## config.mk

```make
export PLATFORM = sky130hd
export DESIGN_NAME = spm_ctrl
export DESIGN_NICKNAME = d
export VERILOG_FILES = /design/src/rtl/spm_ctrl.sv
export SDC_FILE = /design/constraint.sdc
export NUM_CORES = 1
export LEC_CHECK = 0
export CAP_MARGIN = 40
export CORE_UTILIZATION = 40
export DETAILED_ROUTE_END_ITERATION = 8
export SLEW_MARGIN = 20
export SYNTH_ARGS = -nofsm -noshare
export SYNTH_HDL_FRONTEND = slang
export SYNTH_SLANG_ARGS = --single-unit
export TNS_END_PERCENT = 20
```

## constraint.sdc

```tcl
create_clock -name clk -period 2.6 [get_ports clk]
set_clock_uncertainty 0.15 [all_clocks]
set_input_delay 0.65 -clock clk [delete_from_list [all_inputs] [get_ports clk]]
set_output_delay 0.65 -clock clk [all_outputs]
set_load 0.02 [all_outputs]
```

## src/rtl/spm_ctrl.sv

```systemverilog
// Sequencer for an 8x8 signed serial-parallel multiplier core.
// Latches the operands and clears the core. It then streams the multiplier LSB first
// for 16 cycles with sign extension, and gathers the serial product into a 16-bit result.
module spm_ctrl (
  input  logic        clk,
  input  logic        rst,
  input  logic        clr,
  input  logic        start,
  input  logic [7:0]  multiplicand,
  input  logic [7:0]  multiplier,
  output logic        busy,
  output logic        done,
  output logic [15:0] product,
  output logic        core_clr,
  output logic        core_en,
  output logic [7:0]  core_x,
  output logic        core_y,
  input  logic        core_p
);

  typedef enum logic [1:0] {
    StIdle,
    StClear,
    StRun,
    StDone
  } state_e;

  state_e      r_state;
  logic [3:0]  r_cnt;
  logic [7:0]  r_sr;
  logic [15:0] r_acc;
  logic [15:0] r_product;
  logic [7:0]  r_core_x;
  logic        r_busy;
  logic        r_done;
  logic        r_core_clr;
  logic        r_core_en;

  logic [15:0] w_acc_next;
  logic [7:0]  w_sr_next;

  // Product bits arrive LSB first, so each new bit enters at the top and older bits
  // move down. After 16 shifts, bit 0 sits at acc[0].
  assign w_acc_next = {core_p, r_acc[15:1]};
  // An arithmetic shift keeps the sign bit, which sign-extends the multiplier in cycles 8..15.
  assign w_sr_next  = {r_sr[7], r_sr[7:1]};

  // Control FSM with registered outputs. clr overrides everything except reset.
  always_ff @(posedge clk or negedge rst) begin
    if (!rst) begin
      r_state    <= StIdle;
      r_cnt      <= 4'd0;
      r_sr       <= 8'd0;
      r_acc      <= 16'd0;
      r_product  <= 16'd0;
      r_core_x   <= 8'd0;
      r_busy     <= 1'b0;
      r_done     <= 1'b0;
      r_core_clr <= 1'b0;
      r_core_en  <= 1'b0;
    end else if (clr) begin
      r_state    <= StIdle;
      r_cnt      <= 4'd0;
      r_acc      <= 16'd0;
      r_product  <= 16'd0;
      r_busy     <= 1'b0;
      r_done     <= 1'b0;
      r_core_clr <= 1'b0;
      r_core_en  <= 1'b0;
    end else begin
      case (r_state)
        StIdle: begin
          r_done     <= 1'b0;
          r_core_clr <= 1'b0;
          r_core_en  <= 1'b0;
          if (start) begin
            r_core_x   <= multiplicand;
            r_sr       <= multiplier;
            r_core_clr <= 1'b1;
            r_busy     <= 1'b1;
            r_state    <= StClear;
          end
        end
        StClear: begin
          r_core_clr <= 1'b0;
          r_core_en  <= 1'b1;
          r_cnt      <= 4'd0;
          r_acc      <= 16'd0;
          r_state    <= StRun;
        end
        StRun: begin
          r_sr  <= w_sr_next;
          r_acc <= w_acc_next;
          r_cnt <= r_cnt + 4'd1;
          if (r_cnt == 4'd15) begin
            // The final bit is still on core_p, so take the result from the next-state value.
            r_product <= w_acc_next;
            r_core_en <= 1'b0;
            r_busy    <= 1'b0;
            r_done    <= 1'b1;
            r_state   <= StDone;
          end
        end
        StDone: begin
          r_done  <= 1'b0;
          r_state <= StIdle;
        end
        default: begin
          r_state <= StIdle;
        end
      endcase
    end
  end

  assign busy     = r_busy;
  assign done     = r_done;
  assign product  = r_product;
  assign core_clr = r_core_clr;
  assign core_en  = r_core_en;
  assign core_x   = r_core_x;
  // The serial bit is gated by the enable, so the core sees 0 outside RUN.
  assign core_y   = r_core_en & r_sr[0];

endmodule

```

Word-level counts from Yosys, hierarchy flattened
Index checks and enable logic that the tools add are counted.

storage, ports and cells
  word-level logic and storage cells = 65
  output and inout bits = 29
  input bits = 21
  register bits after elaboration = 58

operators by class
  reduce and logical (&&, ||, !) cells = 18
  $add $sub $neg = 1
  mux-type cells = 25
  equal/unequal tests = 7
  bitwise operators = 3

operators with widths
  operator                                       count
  2-to-1 mux 16 bit                              4
  case mux 16 bit (2 select lines)               1
  case mux 8 bit (2 select lines)                1
  nonzero test 3 bit                             4
  AND reduction 3 bit                            3
  2-to-1 mux 1 bit                               8
  2-to-1 mux 8 bit                               1
  case mux 2 bit (4 select lines)                1
  case mux 4 bit (2 select lines)                1
  AND reduction 2 bit                            4
  2-to-1 mux 2 bit                               3
  inequality test 3 bit, second input constant   2
  case mux 1 bit (2 select lines)                3
  nonzero test 2 bit                             3
  adder 4 x 1 -> 4 bit, second input constant    1
  == test 2 bit, second input constant           2
  == test 4 bit, second input constant           1
  2-to-1 mux 4 bit                               1
  AND reduction 4 bit                            1
  nonzero test 4 bit                             1
  case mux 1 bit (3 select lines)                1
  == test 2 x 1 -> 1 bit, second input constant  1
  zero test 2 bit                                1
  inequality test 2 bit, second input constant   1
  other kinds (3)                                4

Depth between registers and ports, before layout
Gate-level depths: netlist of the first run.

  depth in word-level cells = 4
  mapped depth = 7
  depth with buffers taken out = 5

Worst setup path after synthesis of the first run
Ideal clock, no wire load.

  path kind = reg-to-reg
  start point = register r_state[0]
  end point = register r_sr[5]
  setup slack = 0.793 ns
  period minus slack after synthesis = 1.807 ns
  buffers on the path = 1
  arrival time = 1.532 ns
  required time = 2.325 ns
  stages on the path, launching flop included = 6
  library setup time = 0.125 ns
  cell sequence = dfrtp_1 -> inv_1 -> ha_1 -> clkbuf_1 -> mux2_2 -> mux2_2

on the way
  word-level cells in the longest chain between the ends = 3
  elaborated cells between the ends (all ways) = 6
  those cells by class = eq/ne: 2; mux: 1; reduce/logical: 3

RTL lines
  element                                                                line  source
  start: declaration                                                     28    state_e r_state;
  start signal: assignment                                               51    r_state <= StIdle;
  start signal: assignment                                               62    r_state <= StIdle;
  start signal: assignment                                               81    r_state <= StClear;
  == test 2 bit or zero test 2 bit (tied branches)                       71    case (r_state)
  nonzero test 2 bit (no line) or inequality test 2 bit (tied branches)  --
  AND reduction 3 bit (no line)                                          --
  end signal: assignment                                                 78    r_sr <= multiplier;
  end signal: assignment                                                 92    r_sr <= w_sr_next;
  end: declaration                                                       30    logic [7:0] r_sr;

Parallel ways exist; a longest one is shown, timed or not. The select of a mux whose other input is x is not followed.
A chain may end at the register's enable or synchronous reset.

Worst setup path in the final report of the first run
  start point = register r_core_en (netlist: core_en)
  end point = output core_y

on the way
  word-level cells in the longest chain between the ends = 1

RTL lines
  element                   line  source
  start: declaration        37    logic r_core_en;
  start signal: assignment  60    r_core_en <= 1'b0;
  start signal: assignment  69    r_core_en <= 1'b0;
  start signal: assignment  75    r_core_en <= 1'b0;
  bitwise AND 1 bit         122   assign core_y = r_core_en & r_sr[0];
  end: declaration          17    output logic core_y,

No other way between the ends.

==> results of run 1 <==
[state kept, by name (all words and copies together) (netlist names)]
register / flops
done: 1
busy: 1
r_cnt: 4
product: 16
r_state: 2
r_sr: 8
core_x: 8
core_en: 1
core_clr: 1
r_acc: 15
[kinds of logic (layout without fill, tap and decap cells)]
kind of cell,count (synthesis),count (layout),share of synthesized area
multiplexers,25,25,0.115
flip-flops,57,57,0.589
adder cells (fa/ha/maj),5,5,0.0258
AND/OR/NAND/NOR,29,29,0.0785
AO/OA/AOI/OAI,50,50,0.161
buffers and inverters,12,75,0.0305
[power by group through the flow]
stage	Combinational, W	Clock [W]	Sequential, W
2_1_floorplan	0.000468	0	0.00124
3_3_place_gp	0.000860	0	0.00115
3_5_place_dp	0.000887	0	0.00117
4_1_cts	0.000893	0.000829	0.00115
5_1_grt	0.000963	0.000868	0.00118
6_report	0.000881	0.000800	0.00116
[layout by cell type (no fill, tap or decap), drive strengths merged, types with 2 or more instances in the layout]
master,instances
nand2b,2
nor3b,2
mux2,23
a22o,31
clkbuf,11
buf,7
clkinv,2
ha,5
a21oi,6
inv,4
nand3,6
nor2,6
o21ai,6
dfrtp,57
nand2,6
a31oi,2
clkinvlp,2
clkdlybuf4s50,48
mux2i,2
nor2b,3
[worst max-delay path, stage by stage, from the launching register on]
cell and delay (ps):
dfrtp_1 390, and2_1 140, clkdlybuf4s50_1 610
[layout make-up]
cell class | count | area (µm²) | share of cell area
clock inverter | 5 | 55.1 | 0.0172
tap | 72 | 90.1 | 0.0281
inverter | 4 | 15.0 | 0.00468
clock buffer | 11 | 141 | 0.0441
timing repair buffer | 55 | 556 | 0.173
sequential | 57 | 1430 | 0.445
multi-input combinational | 109 | 922 | 0.288
[final timing paths]
| kind | start | to | slack [ps] | depth (start not counted) |
|---|---|---|---|---|
| worst min register to register | product[13]$_DFFE_PN0P_ | product[13]$_DFFE_PN0P_ | 350 | 1 |
| worst max-delay path | core_en$_DFFE_PN0P_ | core_y | 340 | 2 |
| worst max register to register | r_state[0]$_DFFE_PN0P_ | product[8]$_DFFE_PN0P_ | 390 | 5 |
| min in group clk | product[13]$_DFFE_PN0P_ | product[13]$_DFFE_PN0P_ | 350 | 1 |
| worst min-delay path | rst | product[11]$_DFFE_PN0P_ | 130 | 1 |
| max in group asynchronous | rst | core_x[3]$_DFFE_PN0P_ | 1600 | 2 |
[metal layers]
layer | wire (µm) | up-vias | track usage | share of wire
met5 | 0 | - | 0 | 0
met4 | 45 | 0 | 0.0714 | 0.0090
met3 | 184 | 6 | 0.0663 | 0.037
met2 | 2530 | 37 | 0.301 | 0.51
met1 | 2220 | 846 | 0.225 | 0.45
li1 | - | 779 | - | -
[through the flow]
step / std cells / hold WS (ps) / power, W / worst slack [ps] / area (µm²)
2_1_floorplan: 178 / 204 / 0.00171 / 793 / 2420
6_report: 313 / 133 / 0.00284 / 335 / 3210
3_5_place_dp: 297 / 343 / 0.00205 / 200 / 3010
3_3_place_gp: 297 / 321 / 0.00201 / 263 / 3010
5_1_grt: 313 / 170 / 0.00301 / 184 / 3210
4_1_cts: 313 / 142 / 0.00288 / 307 / 3210
==> run metrics, run 1 <==
status completed; TritonRoute pass-1 iters 4; Sw Share 0.307; initial antenna violation count 0; Root Driver clkbuf_8; largest net degree at the start of global routing 37; Hold Buf Count CTS 0; final count of hold timing violations 0; cell count after synthesis 178; Critical Path End Type output port; 1st-iter DRT viols 92; Max transition margin 0.535; Area Growth Syn to Fin 32.3%; top cells by area, synth dfrtp_1, a22o_1, mux2_2, ha_1, nand3_1; clk sinks 57; power share of the combinational group 0.310; PD cells 885 nW/µm²; CTS buffer count 9; ys async rst share 1.00; die width 79.8 µm; die area 6370 µm²; Clock Power Share 0.282; Final min period 2260 ps; fin. max-slew vios 0; Final setup viols 0; Port Buf Inserts 49; drt wl/cell 15.9 µm; first-pass GRT wire length 8730 µm; period utilization 0.871; drt drc 0; Max Buffers Root-to-Sink 2; Top Ports 50; RSZ-0062 raised after global routing no; ys flop type dfrtp_1; mean post-synth cell area 13.6 µm²; # Post-CTS Setup Buffers 0; cell taking the most area after synthesis dfrtp_1; CTS tree built; P_leak 1.41 nW; count leader, synth dfrtp_1; Fillers 470; mapped cell area 2420 µm²; flops & latches, synth 57; Pint 0.00197 W; Ys Warns 0; crit path kind flop to output port; VDD IR max 642 µV; Hold WC Path Type primary input to asynchronous set/reset pin; Synth top area share 0.589; worst-margin pin slew 698 ps; startpoint types flop; antenna-violating nets left 0; std cell rows 27; n_diodes 0; GRT Util Overall 0.186; clk slew on worst S/H paths 60 ps; via count 1668; total grt overflow 0; Chip Height 79.8 µm; Routed WL 4980 µm; CP required 1800 ps; clk_lat worst skew 320 ps; sequential share of the synthesized area 0.589; core area 5680 µm²; nets@finish 262; setup tns final 0 ps; Synth top cells by count dfrtp_1, a22o_1, mux2_2; GP Congestion 0.720; Post-synth EDFFs 0; post-cts repair resize count 0; via/cell ratio 5.33; final core occ 0.565; Net Switching 0.000871 W; vias in the first global route 1822; HPWL Detailed 3380 µm; Seq pwr share 0.407; Max H-tree Level 3; crit path max fanout 4; Synth cell types 34; Initial Util 0.427; Worst Path Arrival 1460 ps; share of cells above drive strength 1 0.216; Peak Freq 442 MHz; syn nets 204; Max Cap Viol 0
No activity file was read; power rests on OpenSTA's default activity.
==> run 2: changes to the inputs <==
==> constraint.sdc (replaced) <==
create_clock -name clk -period 2.28 [get_ports clk]
set_clock_uncertainty 0.15 [all_clocks]
set_input_delay 0.57 -clock clk [delete_from_list [all_inputs] [get_ports clk]]
set_output_delay 0.57 -clock clk [all_outputs]
set_load 0.02 [all_outputs]
==> run 2 against run 1 <==
Wire length is 3.0% higher. Die area did not move. Final cell count increased by 0.64%. Sequential share of layout area is 0.78 points lower. Global-route usage is 0.17 points lower. Utilization increased by 1.0 points. Setup slack got worse by 230 ps. Total power is 20% higher. Non-clock buffer count up 2. Largest cell class unchanged.
==> run metrics, run 2 (synthesis gave the netlist of run 1 again) <==
Area Growth Syn to Fin 34.7% (was 32.3%); cell total after placement 299 (was 297); Max H-tree Level 3 (unchanged); RSZ-0062 raised after global routing no (unchanged); GP Congestion 0.782 (was 0.720); GRT Util Overall 0.184 (was 0.186); r2r startpoint r_state[0]$_DFFE_PN0P_ (unchanged); worst-margin pin slew 670 ps (was 698 ps); Critical Path End Type output port (unchanged); final core occ 0.575 (was 0.565); vias in the first global route 1786 (was 1822); startpoint types flop (unchanged); Chip Height 79.8 µm (unchanged); setup tns final 0 ps (unchanged); antenna-violating nets left 0 (unchanged); Peak Freq 459 MHz; Max transition margin 0.554 (was 0.535); Top Ports 50 (unchanged); HPWL Detailed 3490 µm (was 3380 µm); fin. max-slew vios 0 (unchanged); setup ws final 103 ps (was 335 ps); # Post-CTS Setup Buffers 0 (unchanged); core area 5680 µm² (unchanged); final count of hold timing violations 0 (unchanged); drt drc 0 (unchanged); 1st-iter DRT viols 70 (was 92); std cell rows 27 (unchanged); crit path kind flop to output port (unchanged); Routed WL 5130 µm (was 4980 µm); via count 1664 (was 1668); clk sinks 57 (unchanged); drt wl/cell 16.3 µm (was 15.9 µm); Final setup viols 0 (unchanged); Finished Layout Cells 315 (was 313); crit path max fanout 4 (unchanged); die area 6370 µm² (unchanged); Max Cap Viol 0 (unchanged); CP required 1560 ps (was 1800 ps); CP startpoint core_en$_DFFE_PN0P_ (unchanged); commonest non-fill, non-tap cell in the layout dfrtp_1 (unchanged); commonest non-fill, non-tap cells in the layout dfrtp_1, clkdlybuf4s50_1, a22o_1, mux2_2, clkbuf_8 (unchanged); period utilization 0.955; Final min period 2180 ps; TritonRoute pass-1 iters 5 (was 4); initial antenna violation count 0 (unchanged); first-pass GRT wire length 8690 µm (was 8730 µm); Hold WC Path Type primary input to asynchronous set/reset pin (unchanged); Port Buf Inserts 49 (unchanged); die width 79.8 µm (unchanged); pre-CTS WS 6.48 ps (was 200 ps); largest net degree at the start of global routing 58 (was 37); Worst Path Arrival 1460 ps (about the same); total grt overflow 0 (unchanged); nets@finish 264 (was 262); VDD IR max 601 µV (was 642 µV); max FFs per register 16 (unchanged); Root Driver clkbuf_8 (unchanged); n_diodes 0 (unchanged); Max Buffers Root-to-Sink 2 (unchanged); PD cells 1040 nW/µm² (was 885 nW/µm²); post-cts repair resize count 0 (unchanged); CTS buffer count 9 (unchanged); status completed (unchanged); Hold Buf Count CTS 0 (unchanged); via/cell ratio 5.28 (was 5.33); share of cells above drive strength 1 0.226 (was 0.216); clk slew on worst S/H paths 80 ps (was 60 ps); P_leak 1.44 nW (was 1.41 nW); Initial Util 0.427 (unchanged); clk_lat worst skew 340 ps (was 320 ps); CTS tree built (unchanged); final hold slack 66.6 ps (was 133 ps)
## run 2: changes by cell type in the layout (fill, tap and decap cells not counted), sizes merged
cell      change
inv           +2
bufinv        +1
buf           +2
clkinvlp      -1
clkbuf        -2
## run 2: metal layers
layer	part of all wire	global-route usage
met4	0.016	0.0929
met2	0.50	0.309
met5	0	0
met1	0.44	0.221
met3	0.038	0.0411
## run 2: metrics by stage
stage / total power [W] / instance area (µm²)
5_1_grt: 0.00360 / 3260
3_5_place_dp: 0.00237 / 3040
6_report: 0.00341 / 3260
4_1_cts: 0.00345 / 3260
2_1_floorplan: 0.00195 / 2420
3_3_place_gp: 0.00232 / 3040
## run 2: report_power, final
group,internal (W),switching (W)
Sequential,0.00120,0.000114
Clock,0.000626,0.000444
Combinational,0.000530,0.000493
## run 2: worst paths after layout
path	end	slack, ps	cells after the start
setup / recovery	core_y	100	2
setup reg to reg	product[6]$_DFFE_PN0P_	310	5
hold / removal	product[9]$_DFFE_PN0P_	70	2
max in group asynchronous	done$_DFFE_PN0P_	1660	2
hold reg to reg	r_sr[7]$_DFFE_PN0P_	340	1
min in group clk	r_sr[7]$_DFFE_PN0P_	340	1
## run 2: critical path: stages, from the launching register on
cell and delay (ps):
dfrtp_1 390, and2_1 140, clkdlybuf4s50_1 600
## run 2: final cells by class
| cell class | instances | area [µm²] |
|---|---|---|
| Multi-Input combinational cell | 109 | 922 |
| Sequential cell | 57 | 1430 |
| Timing Repair Buffer | 57 | 583 |
| Fill cell | 471 | 2410 |
| Inverter | 4 | 15.0 |
| Tap cell | 72 | 90.1 |
| Clock inverter | 7 | 103 |
| Clock buffer | 9 | 124 |
